--- src/rtl/tgmux_pkg.sv ---
// Shared types and constants for the transmission-gate mux select controller.
package tgmux_pkg;

    typedef enum logic [1:0] {
        ST_IDLE  = 2'd0,
        ST_MAKE  = 2'd1,
        ST_HOLD  = 2'd2,
        ST_BREAK = 2'd3
    } tgmux_state_t;

    localparam int CNT_W          = 4;
    localparam int DEF_DEAD_CYC   = 2;
    localparam int DEF_SETTLE_CYC = 3;

    // Width of the saturating hold-time counter for a given limit.
    function automatic int to_cnt_width(input int hold_max);
        return $clog2(hold_max + 1);
    endfunction

endpackage

--- src/rtl/tgmux_rr_pick.sv ---
// Combinational round-robin picker: lowest requesting index at or above ptr, with wrap.
module tgmux_rr_pick #(
    parameter int N_REQ = 4,
    parameter int IDX_W = $clog2(N_REQ)
) (
    input  logic [N_REQ-1:0] req,
    input  logic [IDX_W-1:0] ptr,
    output logic             valid,
    output logic [IDX_W-1:0] idx
);

    always_comb begin
        valid = |req;
        idx   = '0;
        // Scan from the farthest offset down so the nearest one at/after ptr wins.
        for (int k = N_REQ - 1; k >= 0; k--) begin : scan
            int j;
            j = int'(ptr) + k;
            if (j >= N_REQ) begin
                j = j - N_REQ;
            end
            if (req[j]) begin
                idx = IDX_W'(j);
            end
        end
    end

endmodule

--- src/rtl/tgmux_sel_ctrl.sv ---
// Break-before-make select controller for a shared transmission-gate mux node.
// Optional hold timeout is compiled in with `define TGMUX_TIMEOUT_EN.
module tgmux_sel_ctrl
    import tgmux_pkg::*;
#(
    parameter int N_REQ      = 4,
    parameter int DEAD_CYC   = DEF_DEAD_CYC,
    parameter int SETTLE_CYC = DEF_SETTLE_CYC,
    parameter int HOLD_MAX   = 64
) (
    input  logic                     clk,
    input  logic                     rst,
    input  logic [N_REQ-1:0]         req,
    output logic [N_REQ-1:0]         gnt,
    output logic [N_REQ-1:0]         ckn,
    output logic [N_REQ-1:0]         ckp,
    output logic [$clog2(N_REQ)-1:0] sel,
    output logic                     busy,
    output logic                     to_pulse
);

    localparam int IDX_W = $clog2(N_REQ);

    tgmux_state_t     state_reg, state_next;
    logic [IDX_W-1:0] ptr_reg, ptr_next;
    logic [IDX_W-1:0] sel_reg, sel_next;
    logic [N_REQ-1:0] gnt_reg, gnt_next;
    logic [N_REQ-1:0] ckn_reg, ckn_next;
    logic [N_REQ-1:0] ckp_reg, ckp_next;
    logic             busy_reg, busy_next;
    logic [CNT_W-1:0] cnt_reg, cnt_next;

    logic [N_REQ-1:0] eligible;
    logic [N_REQ-1:0] pick_onehot;
    logic             pick_valid;
    logic [IDX_W-1:0] pick_idx;
    logic             req_sel;
    logic [IDX_W-1:0] ptr_after_sel;

`ifdef TGMUX_TIMEOUT_EN
    localparam int TO_W = to_cnt_width(HOLD_MAX);

    logic [TO_W-1:0]  to_cnt_reg, to_cnt_next;
    logic             to_pulse_reg, to_pulse_next;
    logic [N_REQ-1:0] blocked_reg, blocked_next;

    // A timed-out requester stays masked until it is seen low at an edge.
    assign eligible = req & ~blocked_reg;
    assign to_pulse = to_pulse_reg;
`else
    assign eligible = req;
    assign to_pulse = 1'b0;
`endif

    tgmux_rr_pick #(
        .N_REQ (N_REQ),
        .IDX_W (IDX_W)
    ) u_rr_pick (
        .req   (eligible),
        .ptr   (ptr_reg),
        .valid (pick_valid),
        .idx   (pick_idx)
    );

    generate
        for (genvar gi = 0; gi < N_REQ; gi++) begin : g_pick_dec
            assign pick_onehot[gi] = (pick_idx == IDX_W'(gi));
        end
    endgenerate

    assign req_sel       = req[sel_reg];
    assign ptr_after_sel = (sel_reg == IDX_W'(N_REQ - 1)) ? '0 : sel_reg + IDX_W'(1);

    always_comb begin
        state_next = state_reg;
        ptr_next   = ptr_reg;
        sel_next   = sel_reg;
        gnt_next   = gnt_reg;
        ckn_next   = ckn_reg;
        cnt_next   = cnt_reg;
`ifdef TGMUX_TIMEOUT_EN
        to_cnt_next   = to_cnt_reg;
        to_pulse_next = 1'b0;
        blocked_next  = blocked_reg & req;
`endif

        case (state_reg)
            ST_IDLE: begin
                if (pick_valid) begin
                    state_next = ST_MAKE;
                    ckn_next   = pick_onehot;
                    sel_next   = pick_idx;
                    cnt_next   = '0;
                end
            end

            ST_MAKE: begin
                if (!req_sel) begin
                    state_next = ST_BREAK;
                    ckn_next   = '0;
                    gnt_next   = '0;
                    cnt_next   = '0;
                    ptr_next   = ptr_after_sel;
                end else if (cnt_reg == CNT_W'(SETTLE_CYC - 1)) begin
                    state_next = ST_HOLD;
                    gnt_next   = ckn_reg;
                    cnt_next   = '0;
`ifdef TGMUX_TIMEOUT_EN
                    to_cnt_next = '0;
`endif
                end else begin
                    cnt_next = cnt_reg + CNT_W'(1);
                end
            end

            ST_HOLD: begin
                if (!req_sel) begin
                    state_next = ST_BREAK;
                    ckn_next   = '0;
                    gnt_next   = '0;
                    cnt_next   = '0;
                    ptr_next   = ptr_after_sel;
`ifdef TGMUX_TIMEOUT_EN
                end else if (to_cnt_reg == TO_W'(HOLD_MAX - 1)) begin
                    state_next             = ST_BREAK;
                    ckn_next               = '0;
                    gnt_next               = '0;
                    cnt_next               = '0;
                    ptr_next               = ptr_after_sel;
                    to_pulse_next          = 1'b1;
                    blocked_next[sel_reg]  = 1'b1;
                end else if (to_cnt_reg != '1) begin
                    to_cnt_next = to_cnt_reg + TO_W'(1);
`endif
                end
            end

            ST_BREAK: begin
                if (cnt_reg == CNT_W'(DEAD_CYC - 1)) begin
                    state_next = ST_IDLE;
                    cnt_next   = '0;
                end else begin
                    cnt_next = cnt_reg + CNT_W'(1);
                end
            end

            default: begin
                state_next = ST_IDLE;
                ckn_next   = '0;
                gnt_next   = '0;
                cnt_next   = '0;
            end
        endcase

        // Gate pair drives are registered together so they never disagree.
        ckp_next  = ~ckn_next;
        busy_next = (state_next != ST_IDLE);
    end

    always_ff @(posedge clk) begin
        if (rst) begin
            state_reg <= ST_IDLE;
            ptr_reg   <= '0;
            sel_reg   <= '0;
            gnt_reg   <= '0;
            ckn_reg   <= '0;
            ckp_reg   <= '1;
            busy_reg  <= 1'b0;
            cnt_reg   <= '0;
`ifdef TGMUX_TIMEOUT_EN
            to_cnt_reg   <= '0;
            to_pulse_reg <= 1'b0;
            blocked_reg  <= '0;
`endif
        end else begin
            state_reg <= state_next;
            ptr_reg   <= ptr_next;
            sel_reg   <= sel_next;
            gnt_reg   <= gnt_next;
            ckn_reg   <= ckn_next;
            ckp_reg   <= ckp_next;
            busy_reg  <= busy_next;
            cnt_reg   <= cnt_next;
`ifdef TGMUX_TIMEOUT_EN
            to_cnt_reg   <= to_cnt_next;
            to_pulse_reg <= to_pulse_next;
            blocked_reg  <= blocked_next;
`endif
        end
    end

    assign gnt  = gnt_reg;
    assign ckn  = ckn_reg;
    assign ckp  = ckp_reg;
    assign sel  = sel_reg;
    assign busy = busy_reg;

endmodule
--- config.mk ---
export PLATFORM = sky130hd
export DESIGN_NAME = tgmux_sel_ctrl
export DESIGN_NICKNAME = d
export VERILOG_FILES = /design/src/rtl/tgmux_pkg.sv /design/src/rtl/tgmux_rr_pick.sv /design/src/rtl/tgmux_sel_ctrl.sv
export SDC_FILE = /design/constraint.sdc
export NUM_CORES = 1
export LEC_CHECK = 0
export ABC_AREA = 1
export ABC_CLOCK_PERIOD_IN_PS = 1470
export CORE_MARGIN = 2
export CORE_UTILIZATION = 48
export DETAILED_ROUTE_END_ITERATION = 10
export GPL_TIMING_DRIVEN = 0
export PLACE_DENSITY = 0.75
export SLEW_MARGIN = 20
export SYNTH_ARGS = -nofsm -noshare
export SYNTH_HDL_FRONTEND = slang
export SYNTH_HIERARCHICAL = 1
export SYNTH_SLANG_ARGS = --single-unit
--- constraint.sdc ---
create_clock -name clk -period 1.47 [get_ports clk]
set_input_delay 0.3675 -clock clk [delete_from_list [all_inputs] [get_ports clk]]
set_output_delay 0.3675 -clock clk [all_outputs]
set_load 0.01 [all_outputs]
-- After elaboration in Yosys (flattened, before gate mapping)
Index checks and enable logic that the tools add are counted.
Widths: inputs -> output; s select.
- mux-type cells: 41
- reductions and logical operators: 10
- $add $sub $neg: 9
- equal/unequal tests: 12
- $lt $le $gt $ge: 9
- bitwise operators: 2
- operators by type and width (operator ; count):
    $lt 32x4->1 const B ; 4
    $mux 32 ; 4
    $ge 32x4->1 const B ; 3
    $sub 32x4->32 const B ; 3
    $mux 4 ; 9
    $mux 2 ; 10
    $pmux 4 s2 ; 2
    $pmux 4 s4 ; 1
    $bmux 1 s2 ; 5
    $eq 2x2->1 const B ; 5
    $mux 1 ; 9
    $pmux 2 s4 ; 1
    $add 2x2->3 const B ; 2
    $reduce_and 2->1 ; 3
    $add 4x1->4 const B ; 1
    $eq 2x1->1 const B ; 2
    $eq 4x1->1 const B ; 1
    $eq 4x2->1 const B ; 1
    $logic_not 2->1 ; 2
    $ne 2x2->1 const B ; 2
    $not 4->4 ; 1
    $reduce_bool 2->1 ; 2
    $reduce_or 4->1 ; 1
    $sub 2x3->4 const B ; 1
    8 further kinds ; 8
- register bits after elaboration: 23
- word-level logic and storage cells: 91
- output and inout port bits: 16
- input port bits: 6

-- Depth between registers and ports, before layout
- depth in word-level cells: 14
- depth in mapped cells: 16
- mapped depth without buffers: 16

-- Hierarchy
The synthesis kept the hierarchy.
- by module, submodules not included (module ; times used ; area an instance (µm²) ; cells an instance ; seq. area each (µm²)):
    tgmux_sel_ctrl ; 1 ; 1293.7 ; 179 ; 460.4
    tgmux_rr_pick ; 1 ; 188.9 ; 46 ; 0.0

-- Worst setup path before layout
Ideal clock, no wire load.
- path type: flip-flop to flip-flop
- start: reg ptr_reg[0]
- end: reg ckp_reg[3] (netlist: ckp[3])
- path slack: -0.137 ns
- buffers on the path: 0
- data arrival time: 1.471 ns
- clock period less this slack: 1.607 ns
- setup time: 0.136 ns
- data required time: 1.334 ns
- cell stages (with the launch flop): 16
- cells stage by stage: dfxtp_1 > inv_2 > nand2_1 > nand2_1 > nand2_1 > nand2_1 > nand2_1 > nand2_1 > nand2_1 > nand2_1 > inv_1 > inv_1 > o21ai_0 > o211ai_1 > nand3_1 > o211ai_2
- word-level cells in the longest chain between the ends: 14
- elaborated cells on any way between the ends: 35
- those cells by class: add/sub (7); order compare (4); eq/ne (1); mux (22); bitwise (1)
- ends and longest elaborated chain (element ; line ; text):
    start, declared ; tgmux_sel_ctrl.sv:25 ; logic [IDX_W-1:0] ptr_reg, ptr_next;
    start signal, assigned ; tgmux_sel_ctrl.sv:177 ; ptr_reg <= ptr_next;
    $add 2x2->3 ; tgmux_rr_pick.sv:18 ; j = int'(ptr) + k;
    $sub 32x4->32 / $ge 32x4->1 (equally long branches) ; tgmux_rr_pick.sv:20, tgmux_rr_pick.sv:19 ;
    $mux 32 ; tgmux_rr_pick.sv:19 ; if (j >= N_REQ) begin
    $bmux 1 s2 ; tgmux_rr_pick.sv:22 ; if (req[j]) begin
    $mux 1 (implied by the code) (2 in a row) ; tgmux_rr_pick.sv:22 ;
    $mux 2 (3 in a row) ; tgmux_rr_pick.sv:22 ;
    $mux 2 * ; tgmux_rr_pick.sv:22 ;
    via pick_idx[0] ; tgmux_sel_ctrl.sv:36 ; logic [IDX_W-1:0] pick_idx;
    $eq 2x2->1 * ; tgmux_sel_ctrl.sv:67 ; assign pick_onehot[gi] = (pick_idx == IDX_W'(gi));
    $mux 4 * ; tgmux_sel_ctrl.sv:89 ; if (pick_valid) begin
    $pmux 4 s2 * ; tgmux_sel_ctrl.sv:87 ; case (state_reg)
    $not 4->4 * ; tgmux_sel_ctrl.sv:156 ; ckp_next = ~ckn_next;
    end signal, assigned ; tgmux_sel_ctrl.sv:181 ; ckp_reg <= ckp_next;
    end, declared ; tgmux_sel_ctrl.sv:29 ; logic [N_REQ-1:0] ckp_reg, ckp_next;
The timed path passes the listed nets; every way through them passes the cells marked *. The select of a mux whose other input is x is not followed.
A chain may end at the register's enable or synchronous reset.

-- Worst setup path after layout
Same ends and word-level chain as after synthesis.

==> flow_summary.toml <==
[cells_and_area]
area_growth_syn_to_layout_pct = 27.2
nets = 264
fin_area_mm2 = 0.00189
n_antenna_cell = 0
drive_above_1_share_pct = 31.0

[critical_path]
r2r_start = "ptr_reg[0]$_SDFFE_PP0P_"
cp.arrival_ps = 1860
worst_r2r_endpoint = "ckp[3]$_SDFF_PP1_"
critPathCaptureType = "flip-flop"
regToRegSetupSlack_ps = -180
reg2regPathDepth = 13
crit_fanout = 8
start_kind = "flip-flop"
path_class = "flip-flop to flip-flop"
required_ps = 1680

[timing]
period_minus_slack_ps = 1650
rsz0062_at_grt = "yes"
slew_violations = 0
fin_ws_ps = -180
tns_ps = -1100
fmax_ghz = 0.606
setup_violations = 8
final-hold-violation-count = 0
finClkSkew_ps = 1.80
period_share_pct = 112

[drt]
wl_per_cell_um = 11.7
postRouteWirelength_um = 3330
via_per_inst = 5.11
ant_nets = 0
num_vias = 1455
dr.first_iter.drc_count = 76
drt-pass1-iter-count = 4
drc_errors = 0

[power_and_ir_drop]
ir_worst_vdd_mv = 0.906
p_per_area_mw_per_mm2 = 1450
leakagePower_nw = 0.941

[yosys]
seq_area_frac_synth_pct = 31.1
synth_seq_cells = 23
synth_area_mm2 = 0.00148
yosys.area.top_type = "dfxtp_1"
avgSynthCellArea_um2 = 6.59
netlist_instances = 225
synth.area.top_cells = "dfxtp_1 (31%), nand2_1 (18%), inv_1 (7.6%)"
ys_warn_count = 6
ys_types = 26
yosysTopAreaCellShare_pct = 31.1
syn_nets = 236

[global_route]
antenna_found_initial = 0
grt_max_degree = 15
grt_overflow_total = 0
grt_pass1_vias = 1251
grtUsageTotal_pct = 19.8
grt_pass1_wl_um = 5370

[job]
cap_violations = 0

[run_status]
violations = "negative setup slack"
status = "finished, violations left"

[clocking]
clock-sinks = 23
ctsLongestPathBuffers = 2
clock_latency_ps = 320
cts_made_buffers = 3
htreeDepth = 1
clk_pin_slew_ps = 130
cts_tree = "built"
clockRootBuffer = "clkbuf_4"
ctsHoldBuffers = 0

[floorplan]
die_w_um = 59.6
initial_core_util_pct = 49.4
core_mm2 = 0.00300
rows = 20
ioPinCount = 22
die_area_mm2 = 0.00355
die_h_um = 59.6

[place]
dp_hpwl_um = 2330
portBuffers = 19
gp_congestion = 0.815
pre_cts_ws_ps = -719
placed_area_mm2 = 0.00172

[hold_path]
worstHoldPathType = "primary input to flip-flop"
hold_depth = 2
min-delay-start = "rst"
hold_end = "gnt[1]$_SDFFE_PP0P_"
## worst max path at each step
stage | to | startpoint | depth (start not counted)
finish | ckp[3]$_SDFF_PP1_ | ptr_reg[0]$_SDFFE_PP0P_ | 13
global route | ckp[3]$_SDFF_PP1_ | ptr_reg[0]$_SDFFE_PP0P_ | 15
CTS | ckp[3]$_SDFF_PP1_ | ptr_reg[0]$_SDFFE_PP0P_ | 15
detailed placement | ckp[3]$_SDFF_PP1_ | req[3] | 16
global placement | ckp[3]$_SDFF_PP1_ | req[3] | 16
floorplan | ckp[3]$_SDFF_PP1_ | req[3] | 14
## critical path: stages, from the launching register on
cell and delay, ps:
dfxtp_4 440, inv_8 60, nand2_2 60, nand2_2 70
nor2_1 100, nand2_1 80, nand3_2 70, nand3_2 70
nand2_2 110, inv_2 50, o21ai_2 120, o211ai_1 100
nand3_1 110, o211ai_2 100
## final cells by class
type / count / area (um^2)
clock buffer: 3 / 22.5
tap: 33 / 41.3
sequential: 23 / 495
inverter: 37 / 151
fill: 284 / 1120
clock inverter: 1 / 7.51
buffer: 6 / 32.5
timing repair buffer: 23 / 196
multi-input combinational: 159 / 938
## where the power goes
group	leakage [nW]	switching, mW	total [mW]	internal (mW)
clock network	0.0139	0.200	0.304	0.104
logic	0.733	0.885	1.47	0.585
registers	0.195	0.168	0.967	0.799
## kinds of logic (layout without fill, tap and decap cells)
group | Yosys count | after routing | share of synthesized area, %
AND/OR/NAND/NOR | 117 | 117 | 37.0
buffers and inverters | 43 | 70 | 11.4
AO/OA/AOI/OAI | 36 | 36 | 16.0
flip-flops | 23 | 23 | 31.1
adder cells (fa/ha/maj) | 5 | 5 | 4.22
other | 1 | 1 | 0.253
## metrics by stage
step,util (%),hold slack (ps),cells,power (mW)
floorplan,-,479,225,1.82
global placement,57.3,457,277,2.20
detailed placement,57.3,458,277,2.21
CTS,60.6,409,283,2.63
global route,62.8,419,285,2.97
finish,62.8,411,285,2.74
## synthesized netlist by cell type
cell type / n
nor2_1: 8
nand3_4: 1
clkbuf_1: 2
o21ai_0: 11
buf_2: 3
o21ai_1: 1
nand2_2: 4
nor2_2: 1
nor2_4: 1
inv_2: 7
ha_1: 5
nand4_1: 6
inv_1: 30
nand2_1: 70
o21bai_1: 2
nand3_1: 21
nand3_2: 2
o211a_1: 1
a21oi_2: 2
a21oi_1: 11
buf_4: 1
o211ai_1: 4
nand2_4: 3
conb_1: 1
o211ai_2: 4
dfxtp_1: 23
## layer usage
metal / wire, um / vias to the layer above / global-route usage [%]
met4: 37 / 0 / 6.67
met2: 1680 / 19 / 33.8
met3: 114 / 4 / 4.15
met1: 1490 / 648 / 24.9
met5: 0 / - / 0
li1: - / 784 / -
## timing repair
| item | in CTS | in global routing |
|---|---|---|
| gates resized for setup | 59 | 17 |
| hold endpoints to repair | 0 | 0 |
| endpoints found under the setup margin | 36 | 21 |
| pin swaps | 15 | 13 |
| buffers inserted | 2 | 3 |
## cells in the final DEF, fill, tap and decap left out, types with 6 or more instances in the layout
master / Yosys / final
nand2_1: 70 / 55
inv_1: 30 / 22
dfxtp_4: 0 / 9
nand3_2: 2 / 8
o21ai_0: 11 / 6
nand3_1: 21 / 15
a21oi_1: 11 / 10
nand4_1: 6 / 6
dfxtp_1: 23 / 13
nand2_2: 4 / 17
dlygate4sd2_1: 0 / 19
nor2_1: 8 / 8
inv_2: 7 / 12
No activity file was read; power rests on OpenSTA's default activity.
